## config.mk

```make
export PLATFORM = sky130hd
export DESIGN_NAME = bit_serial_adder
export DESIGN_NICKNAME = d
export VERILOG_FILES = /design/src/rtl/bit_serial_adder.sv
export SDC_FILE = /design/constraint.sdc
export NUM_CORES = 1
export LEC_CHECK = 0
export BUFFER_PORTS_ARGS = -buffer_cell sky130_fd_sc_hd__buf_4
export CAP_MARGIN = 10
export CORE_AREA = 10 10 85 87
export CTS_BUF_LIST = sky130_fd_sc_hd__clkbuf_8
export CTS_CLUSTER_SIZE = 20
export DETAILED_ROUTE_END_ITERATION = 8
export DIE_AREA = 0 0 95 97
export GPL_ROUTABILITY_DRIVEN = 0
export PLACE_DENSITY = 0.6
export SLEW_MARGIN = 5
export SYNTH_ARGS = -nofsm -noshare
export SYNTH_HDL_FRONTEND = slang
export SYNTH_SLANG_ARGS = --single-unit
```

## constraint.sdc

```tcl
create_clock -name clk -period 1.5 [get_ports clk]
set_input_delay 0.225 -clock clk [delete_from_list [all_inputs] [get_ports clk]]
set_output_delay 0.225 -clock clk [all_outputs]
set_load 0.005 [all_outputs]
```

## src/rtl/bit_serial_adder.sv

```systemverilog
// -----------------------------------------------------------------------------
// bit_serial_adder
//   Multi-cycle adder. It computes s = a + b + ci one bit per clock, LSB first,
//   with one full-adder cell and a carry flip-flop. This is the low-area option
//   for datapaths that can accept WIDTH cycles of latency.
//
//   Handshake (valid/ready semantics):
//     - A request is accepted on a rising edge where start=1 and the block is
//       not busy, that is in IDLE or DONE. a, b and ci are captured on that
//       edge.
//     - busy is high for the WIDTH cycles that follow the accepting edge.
//     - done is high for exactly one cycle when s/co hold a new result.
//     - start while busy is ignored. busy and done are never high together.
//
// Parameters
//   WIDTH  operand/result width, 2..64 (default 8)
//
// Ports
//   clk    rising-edge clock
//   rst    asynchronous, active-high reset
//   start  request, honoured only in IDLE or DONE
//   sub    (BIT_SERIAL_ADDER_SUB_EN builds only) 1 = compute a - b
//   a, b   operands, captured on the accepting edge
//   ci     carry-in, captured on the accepting edge (ignored when sub=1)
//   busy   operation in progress
//   done   one-cycle pulse, new result on s/co
//   s      registered sum
//   co     registered carry-out (for subtract, 1 = no borrow)
//
// Configuration macro
//   BIT_SERIAL_ADDER_SUB_EN  adds the sub port and the subtract mode. Timing is
//                            the same in both builds.
//
// The FSM state is held in `state`, which a bound checker can probe.
// -----------------------------------------------------------------------------
module bit_serial_adder #(
  parameter int WIDTH = 8
) (
  input  logic             clk,
  input  logic             rst,
  input  logic             start,
`ifdef BIT_SERIAL_ADDER_SUB_EN
  input  logic             sub,
`endif
  input  logic [WIDTH-1:0] a,
  input  logic [WIDTH-1:0] b,
  input  logic             ci,
  output logic             busy,
  output logic             done,
  output logic [WIDTH-1:0] s,
  output logic             co
);

  localparam int CW = $clog2(WIDTH + 1);

  typedef enum logic [1:0] {
    IDLE    = 2'd0,
    RUN     = 2'd1,
    DONE_ST = 2'd2
  } state_t;

  state_t           state, state_next;
  logic [WIDTH-1:0] a_sr, b_sr, res_sr;
  logic             carry;
  logic [CW-1:0]    cnt, cnt_inc;

  logic             accept;
  logic             last;
  logic             sum_bit, carry_next;
  logic [WIDTH-1:0] b_in;
  logic             c_in;
  logic [WIDTH-1:0] res_next;

  // Operand conditioning at capture time. In subtract mode, a - b is formed
  // as a + ~b + 1, so co=1 means no borrow.
`ifdef BIT_SERIAL_ADDER_SUB_EN
  assign b_in = sub ? ~b : b;
  assign c_in = sub ? 1'b1 : ci;
`else
  assign b_in = b;
  assign c_in = ci;
`endif

  assign accept = start && (state == IDLE || state == DONE_ST);

  // Single full-adder cell working on the current LSBs.
  assign sum_bit    = a_sr[0] ^ b_sr[0] ^ carry;
  assign carry_next = (a_sr[0] & b_sr[0]) | (carry & (a_sr[0] ^ b_sr[0]));
  assign res_next   = {sum_bit, res_sr[WIDTH-1:1]};

  // The counter holds the number of RUN edges already taken. The edge that
  // brings it to WIDTH is the final one. There is no wrap-around.
  assign cnt_inc = cnt + CW'(1);
  assign last    = (cnt_inc == CW'(WIDTH));

  // State register.
  always_ff @(posedge clk or posedge rst) begin
    if (rst) state <= IDLE;
    else     state <= state_next;
  end

  // Next-state and output logic.
  always_comb begin
    state_next = state;
    busy       = 1'b0;
    done       = 1'b0;
    case (state)
      IDLE: begin
        if (start) state_next = RUN;
      end
      RUN: begin
        busy = 1'b1;
        if (last) state_next = DONE_ST;
      end
      DONE_ST: begin
        done       = 1'b1;
        state_next = start ? RUN : IDLE;
      end
      default: state_next = IDLE;
    endcase
  end

  // Datapath: operand shift registers, carry, result assembly and the
  // registered outputs. s/co update only on the final RUN edge.
  always_ff @(posedge clk or posedge rst) begin
    if (rst) begin
      a_sr   <= '0;
      b_sr   <= '0;
      res_sr <= '0;
      carry  <= 1'b0;
      cnt    <= '0;
      s      <= '0;
      co     <= 1'b0;
    end else if (accept) begin
      a_sr   <= a;
      b_sr   <= b_in;
      res_sr <= '0;
      carry  <= c_in;
      cnt    <= '0;
    end else if (state == RUN) begin
      a_sr   <= a_sr >> 1;
      b_sr   <= b_sr >> 1;
      res_sr <= res_next;
      carry  <= carry_next;
      cnt    <= cnt_inc;
      if (last) begin
        s  <= res_next;
        co <= carry_next;
      end
    end
  end

endmodule

```

Yosys cells after proc, flatten, opt, wreduce, memory -nomap -nowiden

Index checks and enable logic that the tools add are counted.

Flip-flop bits (word level): 40
Bits of input ports: 20
Output and inout port bits: 11
Word-level logic and storage cells: 42

Add/sub/neg operators: 1
Equality and inequality tests: 5
Muxes and demuxes: 16
Bitwise gates (word level): 6
Reduce and logical (&&, ||, !) cells: 6

Operator list:

| kind                                                                  | number |
|---|---|
| 8-bit 2-to-1 mux                                                      | 6 |
| 4-bit 2-to-1 mux                                                      | 2 |
| 2-bit case mux with 3 select lines                                    | 1 |
| 1-bit 2-to-1 mux                                                      | 5 |
| 4-bit by 1-bit adder with 4-bit output, second input constant         | 1 |
| 4-bit equality test, second input constant                            | 1 |
| 2-bit 2-to-1 mux                                                      | 2 |
| 2-bit != test, second input constant                                  | 2 |
| 3-bit AND reduction                                                   | 1 |
| 1-bit AND                                                             | 2 |
| 2-bit by 1-bit equality test with 1-bit output, second input constant | 1 |
| 2-bit equality test, second input constant                            | 1 |
| 2-bit zero test                                                       | 1 |
| 2-bit AND reduction                                                   | 1 |
| 2-bit nonzero test                                                    | 1 |
| 1-bit XOR                                                             | 2 |
| 1-bit logical AND                                                     | 1 |
| 1-bit logical OR                                                      | 1 |
| 1-bit NOT                                                             | 1 |
| 1-bit bitwise OR                                                      | 1 |

Depth between registers and ports, before layout

Depth in word-level cells: 5
Mapped depth: 6
Gate-level depth less buffers: 4

Least setup slack after synthesis

Ideal clock, no wire load.

Path type: register to register
Start point: register state[1]
End point: register s[0]
Setup time: 0.125 ns
Arrival time: 1.305 ns
Data required time: 1.375 ns
Path slack: 0.070 ns
Stages on the path, launching flop included: 7
Buffers on the path: 2
Clock period less this slack: 1.430 ns
Path through: dfrtp_1 > nand2b_1 > buf_6 > clkinv_4 > o2111a_1 > buf_6 > mux2_4

Longest elaborated chain between the ends: 5
Elaborated cells on any way between the ends: 7

Ends and longest elaborated chain:

| element                                                       | RTL line | source |
|---|---|---|
| from (decl)                                                   | 62       | `state_t state, state_next;` |
| from (signal assigned)                                        | 99       | `else state <= state_next;` |
| 2-bit equality test / 2-bit zero test (equally long branches) | 84       | `assign accept = start && (state == IDLE \|\| state == DONE_ST);` |
| 1-bit logical OR                                              | 84       |  |
| 1-bit logical AND                                             | 84       |  |
| 1-bit NOT (no source line)                                    | -        |  |
| 3-bit AND reduction (no source line) *                        | -        |  |
| to (signal assigned)                                          | 147      | `s <= res_next;` |
| to (decl)                                                     | 50       | `output logic [WIDTH-1:0] s,` |

Mark *: on every way between the ends. The rest lies on a longest branch, timed or not.
A chain may end at the register's enable or synchronous reset.

Final worst setup path

Start point: register cnt[1]
End point: register s[5]

Longest elaborated chain between the ends: 3

Ends and longest elaborated chain:

| element                                | RTL line | source |
|---|---|---|
| from (decl)                            | 65       | `logic [CW-1:0] cnt, cnt_inc;` |
| from (signal assigned)                 | 145      | `cnt <= cnt_inc;` |
| 4-bit by 1-bit adder with 4-bit output | 93       | `assign cnt_inc = cnt + CW'(1);` |
| 4-bit equality test                    | 94       | `assign last = (cnt_inc == CW'(WIDTH));` |
| 3-bit AND reduction (no source line)   | -        |  |

Every way passes these cells.

==> impl_table.tex <==
\begin{tabular}{lr}
\hline
Metric & Value \\
\hline
\multicolumn{2}{l}{\textbf{Clock network}} \\
\quad CTS Hold Bufs & 0 \\
\quad CTS tree & built \\
\quad Insertion delay to the later sink of the worst-skew pair & 0.28 ns \\
\quad Reg clk slew, reported paths & 0.07 ns \\
\quad Root Driver & clkbuf\_8 \\
\quad Level count of the clock H-tree & 2 \\
\quad Clock Tree Buf Depth & 2 \\
\quad Number of clock sinks & 39 \\
\quad TritonCTS buffer count & 5 \\
\multicolumn{2}{l}{\textbf{Floorplanning}} \\
\quad Initial core utilization & 30.7\% \\
\quad Core outline area & 5470 µm² \\
\quad IO Count & 31 \\
\quad Total number of placement rows & 27 \\
\quad Die outline area & 9220 µm² \\
\quad Die Width & 95 µm \\
\quad Die height & 97 µm \\
\multicolumn{2}{l}{\textbf{Synthesis}} \\
\quad Cells taking the most area after synthesis & dfrtp\_1 (58\%), mux2\_4 (6.3\%), a22oi\_1 (5.8\%) \\
\quad Leading cell types by count after synthesis & dfrtp\_1 (39), nand2\_1 (16), a22oi\_1 (13), nand3\_1 (13), a22o\_1 (10) \\
\quad Most used flip-flop cell after synthesis & dfrtp\_1 \\
\quad Syn avg cell area & 12.0 µm² \\
\quad Net count after synthesis & 162 \\
\quad Library cells used by synthesis & 27 \\
\quad Top cell type's share of synthesized area & 58.2\% \\
\quad Number of synthesized flops with an enable pin & 0 \\
\quad Synth Instances & 140 \\
\quad Number of warnings printed during yosys synthesis & 0 \\
\quad Cell type with the highest aggregate area in the netlist & dfrtp\_1 \\
\quad Seq/Total Area, Yosys & 58.2\% \\
\quad Area of the mapped netlist & 1680 µm² \\
\quad Synthesized flop and latch total & 39 \\
\quad Most common cell in the netlist & dfrtp\_1 \\
\quad Fraction of registers with async set or reset after synthesis & 100\% \\
\multicolumn{2}{l}{\textbf{Timing}} \\
\quad RSZ-0062 raised after global routing & false \\
\quad Final-report max-slew violation count & 0 \\
\quad Final setup fails & 0 \\
\quad Worst clock skew on the final layout & 0.00345 ns \\
\quad Final setup TNS & 0 ns \\
\quad Worst slew slack as a fraction of its limit & 67.1\% \\
\quad Final cycle utilization of the critical path & 96.6\% \\
\quad Final setup slack of the worst path & 0.0504 ns \\
\quad Number of hold-slack violations in the final timing report & 0 \\
\quad Max Clock Freq & 690 MHz \\
\quad Worst Max-Slew Pin Slew & 0.494 ns \\
\quad Tmin final & 1.45 ns \\
\multicolumn{2}{l}{\textbf{Power and ir drop}} \\
\quad IR drop worst, VDD & 0.000632 V \\
\quad Post-layout power & 0.00420 W \\
\quad Pwr Density & 1930 nW/µm² \\
\quad Leakage power total & 1.06 nW \\
\multicolumn{2}{l}{\textbf{Setup path}} \\
\quad Crit path launch type & flip-flop \\
\quad Buf/Inv on CP & 1 \\
\quad Worst setup path class & reg -> reg \\
\quad Critical path depth & 4 \\
\quad Critical-path cell list & and3b\_1 -> o2111a\_1 -> buf\_12 -> mux2\_4 \\
\quad Sort of element at the end of the critical path & flip-flop \\
\quad Count of cells along the worst register-to-register path & 4 \\
\quad Crit-path max FO & 10 \\
\quad Slowest-stage cell, CP & dfrtp\_1 \\
\quad Worst Path Arrival & 1.61 ns \\
\quad WP data required & 1.67 ns \\
\quad Max incr delay on CP & 0.42 ns \\
\quad Largest delay contributor family on the critical path & flip-flops \\
\multicolumn{2}{l}{\textbf{Placed design}} \\
\quad IO buf count & 30 \\
\quad Setup Slack @ Placement & 0.00626 ns \\
\quad Detailed placer's ending HPWL & 2540 µm \\
\multicolumn{2}{l}{\textbf{Routing}} \\
\quad Final routed wirelength across all metal layers & 3740 µm \\
\quad Number of vias per cell after detailed routing & 4.82 \\
\quad Router iterations before antenna repair & 4 \\
\quad First-iteration detailed-routing DRC count & 40 \\
\quad Post-route DRC & 0 \\
\quad Remaining antenna violation count after routing & 0 \\
\quad Average wire per standard cell & 14.8 µm \\
\quad Total via count in the routed design & 1214 \\
\multicolumn{2}{l}{\textbf{Run}} \\
\quad Total of max-cap violations & 0 \\
\multicolumn{2}{l}{\textbf{Layout}} \\
\quad Ant. Diodes & 0 \\
\quad Util after Layout & 39.7\% \\
\quad NumNets Final & 203 \\
\quad Fraction of final layout cells sized beyond drive strength 1 & 34.4\% \\
\quad Area growth from synthesis to layout & 29.5\% \\
\multicolumn{2}{l}{\textbf{Worst hold path}} \\
\quad Kind of path behind the tightest hold check & in -> async \\
\multicolumn{2}{l}{\textbf{GRT}} \\
\quad Antenna violations before repair & 0 \\
\quad Vias in the first global route & 1232 \\
\quad Wire length of the first global-routing pass & 6170 µm \\
\quad Global-route usage over all layers & 8.35\% \\
\quad Largest net degree at the start of global routing & 40 \\
\quad Leftover overflow at the end of global routing & 0 \\
\multicolumn{2}{l}{\textbf{Run status}} \\
\quad Status & completed \\
\hline
\end{tabular}
## cell families after synthesis
kind of cell | Yosys count | share of synthesized area (%)
simple gates | 38 | 10.7
flops | 39 | 58.2
buf+inv | 17 | 5.29
compound gates | 34 | 15.9
mux | 10 | 8.05
fa+ha+maj | 2 | 1.94
## worst reg2reg max path, stage by stage (launching register included)
cell and delay, ns:
dfrtp_1 0.42, and3b_1 0.20, o2111a_1 0.26, buf_12 0.16
mux2_4 0.29
## cells in the final DEF (no fill, tap or decap), types with 2 or more instances in the layout
cell type | synthesis | layout
nor2b_1 | 3 | 3
a31oi_1 | 2 | 2
nand3_1 | 13 | 13
o21ai_0 | 3 | 3
inv_1 | 6 | 7
a22o_1 | 10 | 10
a41oi_1 | 2 | 2
buf_4 | 0 | 41
buf_12 | 0 | 2
a22oi_1 | 13 | 13
nand2_1 | 16 | 16
clkbuf_8 | 0 | 5
dfrtp_1 | 39 | 39
mux2_4 | 7 | 7
mux2i_1 | 3 | 3
## per-stage QoR
step / area [µm²] / hold WS (ns) / instances
2_1_floorplan: 1680 / 0.348 / 140
3_3_place_gp: 2020 / 0.384 / 242
3_5_place_dp: 2020 / 0.384 / 242
4_1_cts: 2100 / 0.0788 / 248
5_1_grt: 2170 / 0.101 / 252
6_report: 2170 / 0.0585 / 252
## power breakdown
group / switching [W] / internal, W / leakage (nW)
combinational: 0.000804 / 0.000991 / 0.518
sequential: 0.000285 / 0.00150 / 0.498
clock: 0.000321 / 0.000303 / 0.0413
total: 0.00141 / 0.00279 / 1.06
## path summary, 6_finish.rpt
check | start | to | slack, ns
hold reg to reg | b_sr[3]$_DFFE_PP0P_ | b_sr[2]$_DFFE_PP0P_ | 0.49
min in group clk | ci | carry$_DFFE_PP0P_ | 0.16
max in group asynchronous | rst | b_sr[5]$_DFFE_PP0P_ | 1.09
setup reg to reg | cnt[1]$_DFFE_PP0P_ | s[5]$_DFFE_PP0P_ | 0.05
hold / removal | rst | s[3]$_DFFE_PP0P_ | 0.06
setup / recovery | cnt[1]$_DFFE_PP0P_ | s[5]$_DFFE_PP0P_ | 0.05
## registers in the layout, summed over array words and instances, names as in the netlist
signal  cells
a_sr        8
b_sr        8
res_sr      7
cnt         4
co          1
state       2
s           8
carry       1
## metal layers
layer	up-vias	share of wire [%]	track usage [%]
li1	583	-	-
met1	598	47	10.8
met2	29	46	11.9
met3	4	5.7	3.47
met4	0	1.3	3.43
met5	-	0	0
## timing repair
item	in CTS	in global routing
endpoints found under the setup margin	6	8
buffers inserted	0	3
gates cloned	0	1
resized for setup	2	6
## layout make-up
class	count	area (µm²)
sequential	39	976
fill	548	3300
multi-input combinational	84	629
inverter	7	31.3
clock inverter	1	3.75
tap	72	90.1
clock buffer	5	68.8
timing repair buffer	44	373
No activity file was read; power rests on OpenSTA's default activity.
